## src/rtl/stopwatch_ctrl_if.sv

```systemverilog
// Control/strobe bundle between the button front end, the stopwatch sequencer
// and the digit counters / 7-seg mux.
interface stopwatch_ctrl_if;
    logic       pause_pulse;
    logic       clear_pulse;
    logic       adj_level;
    logic       sel_level;
    logic       count_tick;
    logic       adj_sec_tick;
    logic       adj_min_tick;
    logic       clear;
    logic [1:0] scan_idx;
    logic [3:0] an_mask;
    logic [1:0] mode;

    // Front end side: drives button levels/pulses, observes strobes.
    modport master (
        output pause_pulse, clear_pulse, adj_level, sel_level,
        input  count_tick, adj_sec_tick, adj_min_tick, clear, scan_idx, an_mask, mode
    );

    // Sequencer side.
    modport slave (
        input  pause_pulse, clear_pulse, adj_level, sel_level,
        output count_tick, adj_sec_tick, adj_min_tick, clear, scan_idx, an_mask, mode
    );
endinterface

```

## src/rtl/stopwatch_ctrl.sv

```systemverilog
// MM:SS stopwatch control sequencer: run/pause/adjust mode FSM plus single-clock
// enable strobes for counting, adjusting, clearing, display scan and blink.
module stopwatch_ctrl #(
    parameter int DIV_NORMAL = 100_000_000,
    parameter int DIV_ADJUST = 50_000_000,
    parameter int DIV_BLINK  = 25_000_000,
    parameter int DIV_SCAN   = 100_000,
    parameter int CW         = 27
) (
    input  logic            clk,
    input  logic            reset,
    stopwatch_ctrl_if.slave bus
);
    typedef enum logic [1:0] {
        RUN     = 2'b00,
        PAUSED  = 2'b01,
        ADJ_SEC = 2'b10,
        ADJ_MIN = 2'b11
    } mode_e;

    localparam logic [CW-1:0] NORM_LAST  = CW'(DIV_NORMAL - 1);
    localparam logic [CW-1:0] ADJ_LAST   = CW'(DIV_ADJUST - 1);
    localparam logic [CW-1:0] BLINK_LAST = CW'(DIV_BLINK - 1);
    localparam logic [CW-1:0] SCAN_LAST  = CW'(DIV_SCAN - 1);

    mode_e         mode_q, mode_d;
    logic          paused_q, paused_d;
    logic [CW-1:0] norm_q, norm_d;
    logic [CW-1:0] adj_q, adj_d;
    logic [CW-1:0] blink_cnt_q, blink_cnt_d;
    logic [CW-1:0] scan_cnt_q, scan_cnt_d;
    logic          blink_q, blink_d;
    logic [1:0]    scan_idx_q, scan_idx_d;
    logic          count_tick_q, count_tick_d;
    logic          adj_sec_tick_q, adj_sec_tick_d;
    logic          adj_min_tick_q, adj_min_tick_d;
    logic          clear_q, clear_d;
    logic [3:0]    an_mask_q, an_mask_d;
    logic          in_adj;

    // Both adjust encodings have the MSB set.
    assign in_adj = mode_q[1];

    // NOTE: every combinational output gets a default first so no path leaves it unassigned (no latch).
    always_comb begin
        mode_d   = mode_q;
        paused_d = paused_q;
        if (bus.adj_level) begin
            mode_d = bus.sel_level ? ADJ_MIN : ADJ_SEC;
        end else if (in_adj) begin
            mode_d = paused_q ? PAUSED : RUN;
        end else if (bus.pause_pulse && !bus.clear_pulse) begin
            paused_d = (mode_q == RUN);
            mode_d   = (mode_q == RUN) ? PAUSED : RUN;
        end
    end

    always_comb begin
        norm_d         = norm_q;
        count_tick_d   = 1'b0;
        adj_d          = '0;
        adj_sec_tick_d = 1'b0;
        adj_min_tick_d = 1'b0;
        clear_d        = bus.clear_pulse;

        // Normal divider holds outside RUN so the partial second survives pause/adjust.
        if (bus.clear_pulse) begin
            norm_d = '0;
        end else if (mode_q == RUN) begin
            if (norm_q == NORM_LAST) begin
                norm_d       = '0;
                count_tick_d = 1'b1;
            end else begin
                norm_d = norm_q + CW'(1);
            end
        end

        if (!bus.clear_pulse && in_adj) begin
            if (adj_q == ADJ_LAST) begin
                adj_sec_tick_d = (mode_q == ADJ_SEC);
                adj_min_tick_d = (mode_q == ADJ_MIN);
            end else begin
                adj_d = adj_q + CW'(1);
            end
        end

        blink_d     = blink_q;
        blink_cnt_d = blink_cnt_q + CW'(1);
        if (blink_cnt_q == BLINK_LAST) begin
            blink_cnt_d = '0;
            blink_d     = ~blink_q;
        end

        scan_idx_d = scan_idx_q;
        scan_cnt_d = scan_cnt_q + CW'(1);
        if (scan_cnt_q == SCAN_LAST) begin
            scan_cnt_d = '0;
            scan_idx_d = scan_idx_q + 2'd1;
        end

        // Mask is built from next-state values so it lines up with the registered mode.
        case (mode_d)
            ADJ_MIN: an_mask_d = {blink_d, blink_d, 2'b00};
            ADJ_SEC: an_mask_d = {2'b00, blink_d, blink_d};
            default: an_mask_d = 4'b0000;
        endcase
    end

    // NOTE: sequential state uses non-blocking assignments so every register samples pre-edge values.
    always_ff @(posedge clk or posedge reset) begin
        if (reset) begin
            mode_q         <= RUN;
            paused_q       <= 1'b0;
            norm_q         <= '0;
            adj_q          <= '0;
            blink_cnt_q    <= '0;
            scan_cnt_q     <= '0;
            blink_q        <= 1'b0;
            scan_idx_q     <= 2'd0;
            count_tick_q   <= 1'b0;
            adj_sec_tick_q <= 1'b0;
            adj_min_tick_q <= 1'b0;
            clear_q        <= 1'b0;
            an_mask_q      <= 4'b0000;
        end else begin
            mode_q         <= mode_d;
            paused_q       <= paused_d;
            norm_q         <= norm_d;
            adj_q          <= adj_d;
            blink_cnt_q    <= blink_cnt_d;
            scan_cnt_q     <= scan_cnt_d;
            blink_q        <= blink_d;
            scan_idx_q     <= scan_idx_d;
            count_tick_q   <= count_tick_d;
            adj_sec_tick_q <= adj_sec_tick_d;
            adj_min_tick_q <= adj_min_tick_d;
            clear_q        <= clear_d;
            an_mask_q      <= an_mask_d;
        end
    end

    assign bus.mode         = mode_q;
    assign bus.count_tick   = count_tick_q;
    assign bus.adj_sec_tick = adj_sec_tick_q;
    assign bus.adj_min_tick = adj_min_tick_q;
    assign bus.clear        = clear_q;
    assign bus.scan_idx     = scan_idx_q;
    assign bus.an_mask      = an_mask_q;
endmodule

```

## src/flat_wrapper.sv

```systemverilog
// flat-port wrapper written by rule: the top's interface ports become plain ports
module stopwatch_ctrl_flat 
#(
    parameter int DIV_NORMAL = 100_000_000,
    parameter int DIV_ADJUST = 50_000_000,
    parameter int DIV_BLINK  = 25_000_000,
    parameter int DIV_SCAN   = 100_000,
    parameter int CW         = 27
)
  (clk, reset, bus_pause_pulse, bus_clear_pulse, bus_adj_level, bus_sel_level, bus_count_tick, bus_adj_sec_tick, bus_adj_min_tick, bus_clear, bus_scan_idx, bus_an_mask, bus_mode);
  stopwatch_ctrl_if bus_i ();
  input  logic clk;
  input  logic reset;
  input wire logic [$bits(bus_i.pause_pulse)-1:0] bus_pause_pulse;
  input wire logic [$bits(bus_i.clear_pulse)-1:0] bus_clear_pulse;
  input wire logic [$bits(bus_i.adj_level)-1:0] bus_adj_level;
  input wire logic [$bits(bus_i.sel_level)-1:0] bus_sel_level;
  output wire logic [$bits(bus_i.count_tick)-1:0] bus_count_tick;
  output wire logic [$bits(bus_i.adj_sec_tick)-1:0] bus_adj_sec_tick;
  output wire logic [$bits(bus_i.adj_min_tick)-1:0] bus_adj_min_tick;
  output wire logic [$bits(bus_i.clear)-1:0] bus_clear;
  output wire logic [$bits(bus_i.scan_idx)-1:0] bus_scan_idx;
  output wire logic [$bits(bus_i.an_mask)-1:0] bus_an_mask;
  output wire logic [$bits(bus_i.mode)-1:0] bus_mode;
  assign bus_i.pause_pulse = bus_pause_pulse;
  assign bus_i.clear_pulse = bus_clear_pulse;
  assign bus_i.adj_level = bus_adj_level;
  assign bus_i.sel_level = bus_sel_level;
  assign bus_count_tick = bus_i.count_tick;
  assign bus_adj_sec_tick = bus_i.adj_sec_tick;
  assign bus_adj_min_tick = bus_i.adj_min_tick;
  assign bus_clear = bus_i.clear;
  assign bus_scan_idx = bus_i.scan_idx;
  assign bus_an_mask = bus_i.an_mask;
  assign bus_mode = bus_i.mode;
  stopwatch_ctrl #(.DIV_NORMAL(DIV_NORMAL), .DIV_ADJUST(DIV_ADJUST), .DIV_BLINK(DIV_BLINK), .DIV_SCAN(DIV_SCAN), .CW(CW)) u_core (.clk(clk), .reset(reset), .bus(bus_i));
endmodule
```

## config.mk

```make
export PLATFORM = sky130hd
export DESIGN_NAME = stopwatch_ctrl_flat
export DESIGN_NICKNAME = d
export VERILOG_FILES = /design/src/rtl/stopwatch_ctrl_if.sv /design/src/rtl/stopwatch_ctrl.sv /design/src/flat_wrapper.sv
export SDC_FILE = /design/constraint.sdc
export NUM_CORES = 1
export LEC_CHECK = 0
export BUFFER_PORTS_ARGS = -buffer_cell sky130_fd_sc_hd__buf_2
export CAP_MARGIN = 20
export CELL_PAD_IN_SITES_DETAIL_PLACEMENT = 1
export CELL_PAD_IN_SITES_GLOBAL_PLACEMENT = 1
export CORE_AREA = 10 10 116 118
export CTS_BUF_LIST = sky130_fd_sc_hd__clkbuf_8
export DETAILED_ROUTE_END_ITERATION = 8
export DIE_AREA = 0 0 126 128
export HOLD_SLACK_MARGIN = 0.05
export MAX_ROUTING_LAYER = met4
export PLACE_DENSITY = 0.95
export SLEW_MARGIN = 25
export SYNTH_ARGS = -nofsm -noshare
export SYNTH_HDL_FRONTEND = slang
export SYNTH_SLANG_ARGS = --single-unit
```

## constraint.sdc

```tcl
create_clock -name clk -period 10.7 [get_ports clk]
set_clock_uncertainty 0.1 [all_clocks]
set_input_delay 1.07 -clock clk [delete_from_list [all_inputs] [get_ports clk]]
set_output_delay 1.07 -clock clk [all_outputs]
set_load 0.005 [all_outputs]
```

==> results.sh <==
export IMPL_status="complete, no violations"
export IMPL_placed_area_sq_mm=0.00607
export IMPL_yosysTopAreaCell="dfrtp_1"
export IMPL_hold_path_class="reg -> reg"
export IMPL_drtIter0Drc=362
export IMPL_rows=39
export IMPL_critPathBufInv=0
export IMPL_syn2layout_area_growth_pct=10.1
export IMPL_cts_made_buffers=17
export IMPL_async_flop_share_pct=100
export IMPL_synth_compound_area_share_pct=4.16
export IMPL_track_usage_pct=20.8
export IMPL_worstPathCellList="or4b_2 -> nor4_1 -> nand2_1 -> nand2_1 -> o32ai_1"
export IMPL_fmax_mhz=347
export IMPL_setup_viol=0
export IMPL_busiest_layer="met2"
export IMPL_drive_gt1_share_pct=10.7
export IMPL_required_ns=10.94
export IMPL_fin_nets=633
export IMPL_maxCapViolations=0
export IMPL_synth_cells=602
export IMPL_postCtsResizedCells=0
export IMPL_slew_viol_final=0
export IMPL_crit_path_end_kind="register"
export IMPL_die_area_sq_mm=0.0161
export IMPL_yosys_area_share_simple_pct=28.1
export IMPL_post_cts_setup_buffer_count=0
export IMPL_cts_tree="done"
export IMPL_ios=18
export IMPL_via_count=4723
export IMPL_synth_seq_area_share_pct=50.9
export IMPL_routed_wl_mm=15.5
export IMPL_cpLargestDelayFamily="simple AND/OR/NAND/NOR gates"
export IMPL_synthMuxAreaShare_pct=0.191
export IMPL_synth_edf_count=0
export IMPL_die_w_microns=126
export IMPL_synth_adder_area_share_pct=0.849
export IMPL_combPwrFrac_pct=2.9
export IMPL_stdcell_area_sq_mm=0.00649
export IMPL_grt_antenna_before_repair=1
export IMPL_switching_share_pct=22.9
export IMPL_fin_crit_sh_pct=27.0
export IMPL_power_leakage_nw=2.79
export IMPL_holdBufCountCts=0
export IMPL_synth_most_common_cell="dfrtp_1"
export IMPL_crit_arrival_ns=3.13
export IMPL_first_pass_iters=4
export IMPL_rsz0062_at_grt="false"
export IMPL_synth_net_count=612
export IMPL_synth_top_family_by_area="simple AND/OR/NAND/NOR gates"
export IMPL_clock_path_buffers=2
export IMPL_grt_pass1_vias=5157
export IMPL_finalHoldViolCount=0
export IMPL_met2_usage_pct=33.8
export IMPL_overflow=0
export IMPL_period_needed_ns=2.89
export IMPL_ys_flop_type="dfrtp_1"
export IMPL_wl_per_cell_microns=19.9
export IMPL_pwr_share_seq_pct=49.0
export IMPL_slowest_delay_ns=0.62
export IMPL_cts_root_buffer="clkbuf_8"
export IMPL_syn_area_sq_mm=0.00590
export IMPL_core_sq_mm=0.0112
export IMPL_synth_area_leaders="dfrtp_1 (51%), xnor2_1 (7.0%), xor2_1 (5.9%)"
export IMPL_finalSetupTns_ns=0
export IMPL_vias_per_cell=6.06
export IMPL_synth_xor_area_share_pct=12.9
export IMPL_grt_pass1_wl_mm=26.6
export IMPL_grt_max_degree=89
export IMPL_critPathMostFrequentCell="nand2_1"
export IMPL_worstMarginPinSlew_ns=0.932
export IMPL_slew_headroom_pct=37.3
export IMPL_yosys_warnings=0
export IMPL_internal_power_mw=0.723
export IMPL_globalRouteMet1Util_pct=23.6
export IMPL_clock_latency_ns=0.47
export IMPL_use_met3_pct=5.58
export IMPL_cp_slowest_cell="or4b_2"
export IMPL_drtAntennaViolNets=0
export IMPL_ir_drop_mv=0.150
export IMPL_htreeDepth=4
export IMPL_path_class="reg -> reg"
export IMPL_crit_path_start_kind="register"
export IMPL_start_util_pct=52.5
export IMPL_path_clk_slew_ns=0.08
export IMPL_syn_avg_cell_area_sq_um=9.80
export IMPL_synth_seq_cells=120
export IMPL_power_switching_mw=0.215
export IMPL_gp_congestion=0.835
export IMPL_p_per_area_mw_per_mm2=144
export IMPL_drc_errors=0
export IMPL_clkPwrFrac_pct=48.1
export IMPL_synth_common_cells="dfrtp_1 (120), nor2_1 (92), nand2_1 (52)"
export IMPL_place_port_buffers=17
export IMPL_path_max_fanout=12
export IMPL_dpl_hpwl_mm=9.80
export IMPL_netlist_area_leader_share_pct=50.9
export IMPL_ys_types=50
export IMPL_clock_sinks=120
export IMPL_die_y_microns=128
## layout make-up
cell class / count / area, sq um
Multi-Input combinational cell: 449 / 2720
Sequential cell: 120 / 3000
Inverter: 16 / 62.6
Tap cell: 143 / 179
Clock inverter: 12 / 160
Timing Repair Buffer: 19 / 104
Antenna cell: 1 / 2.50
Clock buffer: 19 / 262
Fill cell: 1283 / 4730
## path summary, 6_finish.rpt
kind,from,endpoint,slack (ns),depth (start not counted)
worst max-delay path,u_core.norm_q[18],u_core.norm_q[18],7.81,5
worst min-delay path,u_core.adj_q[0],u_core.adj_q[0],0.37,1
worst max register to register,u_core.norm_q[18],u_core.norm_q[18],7.81,5
worst min register to register,u_core.adj_q[0],u_core.adj_q[0],0.37,1
max in group asynchronous,reset,u_core.scan_cnt_q[18],8.87,3
min in group asynchronous,reset,u_core.bus.an_mask[2],0.50,2
## power groups by stage
stage	Sequential [mW]	Combinational (mW)	Clock (mW)
5_1_grt	0.460	0.0309	0.479
4_1_cts	0.460	0.0280	0.458
2_1_floorplan	0.467	0.0200	0
3_3_place_gp	0.468	0.0259	0
6_report	0.460	0.0272	0.451
3_5_place_dp	0.468	0.0272	0
## layout by cell type, fill, tap and decap left out, drive strengths merged, types with 7 or more instances in the layout
master	n
nor4	16
inv	20
nor2	92
dfrtp	120
nor3	18
or2	7
nand2	52
xor2	40
and3	19
or3	12
or4	8
nand4	23
nand3	42
clkbuf	19
a21oi	12
and4	7
buf	19
o21ai	7
xnor2	47
## sequential cells by signal, indices dropped and copies added (netlist names), 2 cells and up, named ones only
name                 flops
u_core.adj_q            27
u_core.blink_cnt_q      27
u_core.bus.an_mask       2
u_core.bus.scan_idx      2
u_core.norm_q           27
u_core.scan_cnt_q       27
## cells by family (layout without fill, tap and decap cells)
kind of cell    after synthesis  in the layout
mux                           1              1
xor+xnor                     87             87
other cells                   0              1
buf+inv                      33             66
fa+ha+maj                     4              4
simple gates                319            319
compound gates               38             38
flops                       120            120
## through the flow
stage / worst slack, ns / util (%) / hold slack, ns / std cells / total power [mW]
global route: 7.69 / 57.9 / 0.389 / 779 / 0.970
floorplan: 6.34 / - / 0.330 / 602 / 0.487
global placement: 7.84 / 54.1 / 0.349 / 747 / 0.494
detailed placement: 7.77 / 54.1 / 0.357 / 747 / 0.495
CTS: 7.94 / 57.8 / 0.370 / 778 / 0.945
finish: 7.81 / 57.9 / 0.367 / 779 / 0.938
## per-layer routing
layer / vias to the layer above / routed length, microns / part of all wire, %
met1: 2429 / 6400 / 41
met2: 111 / 8040 / 52
li1: 2142 / - / -
met3: 41 / 658 / 4.2
met5: - / 0 / 0
met4: 0 / 400 / 2.6
(Power assumes the default switching activity.)
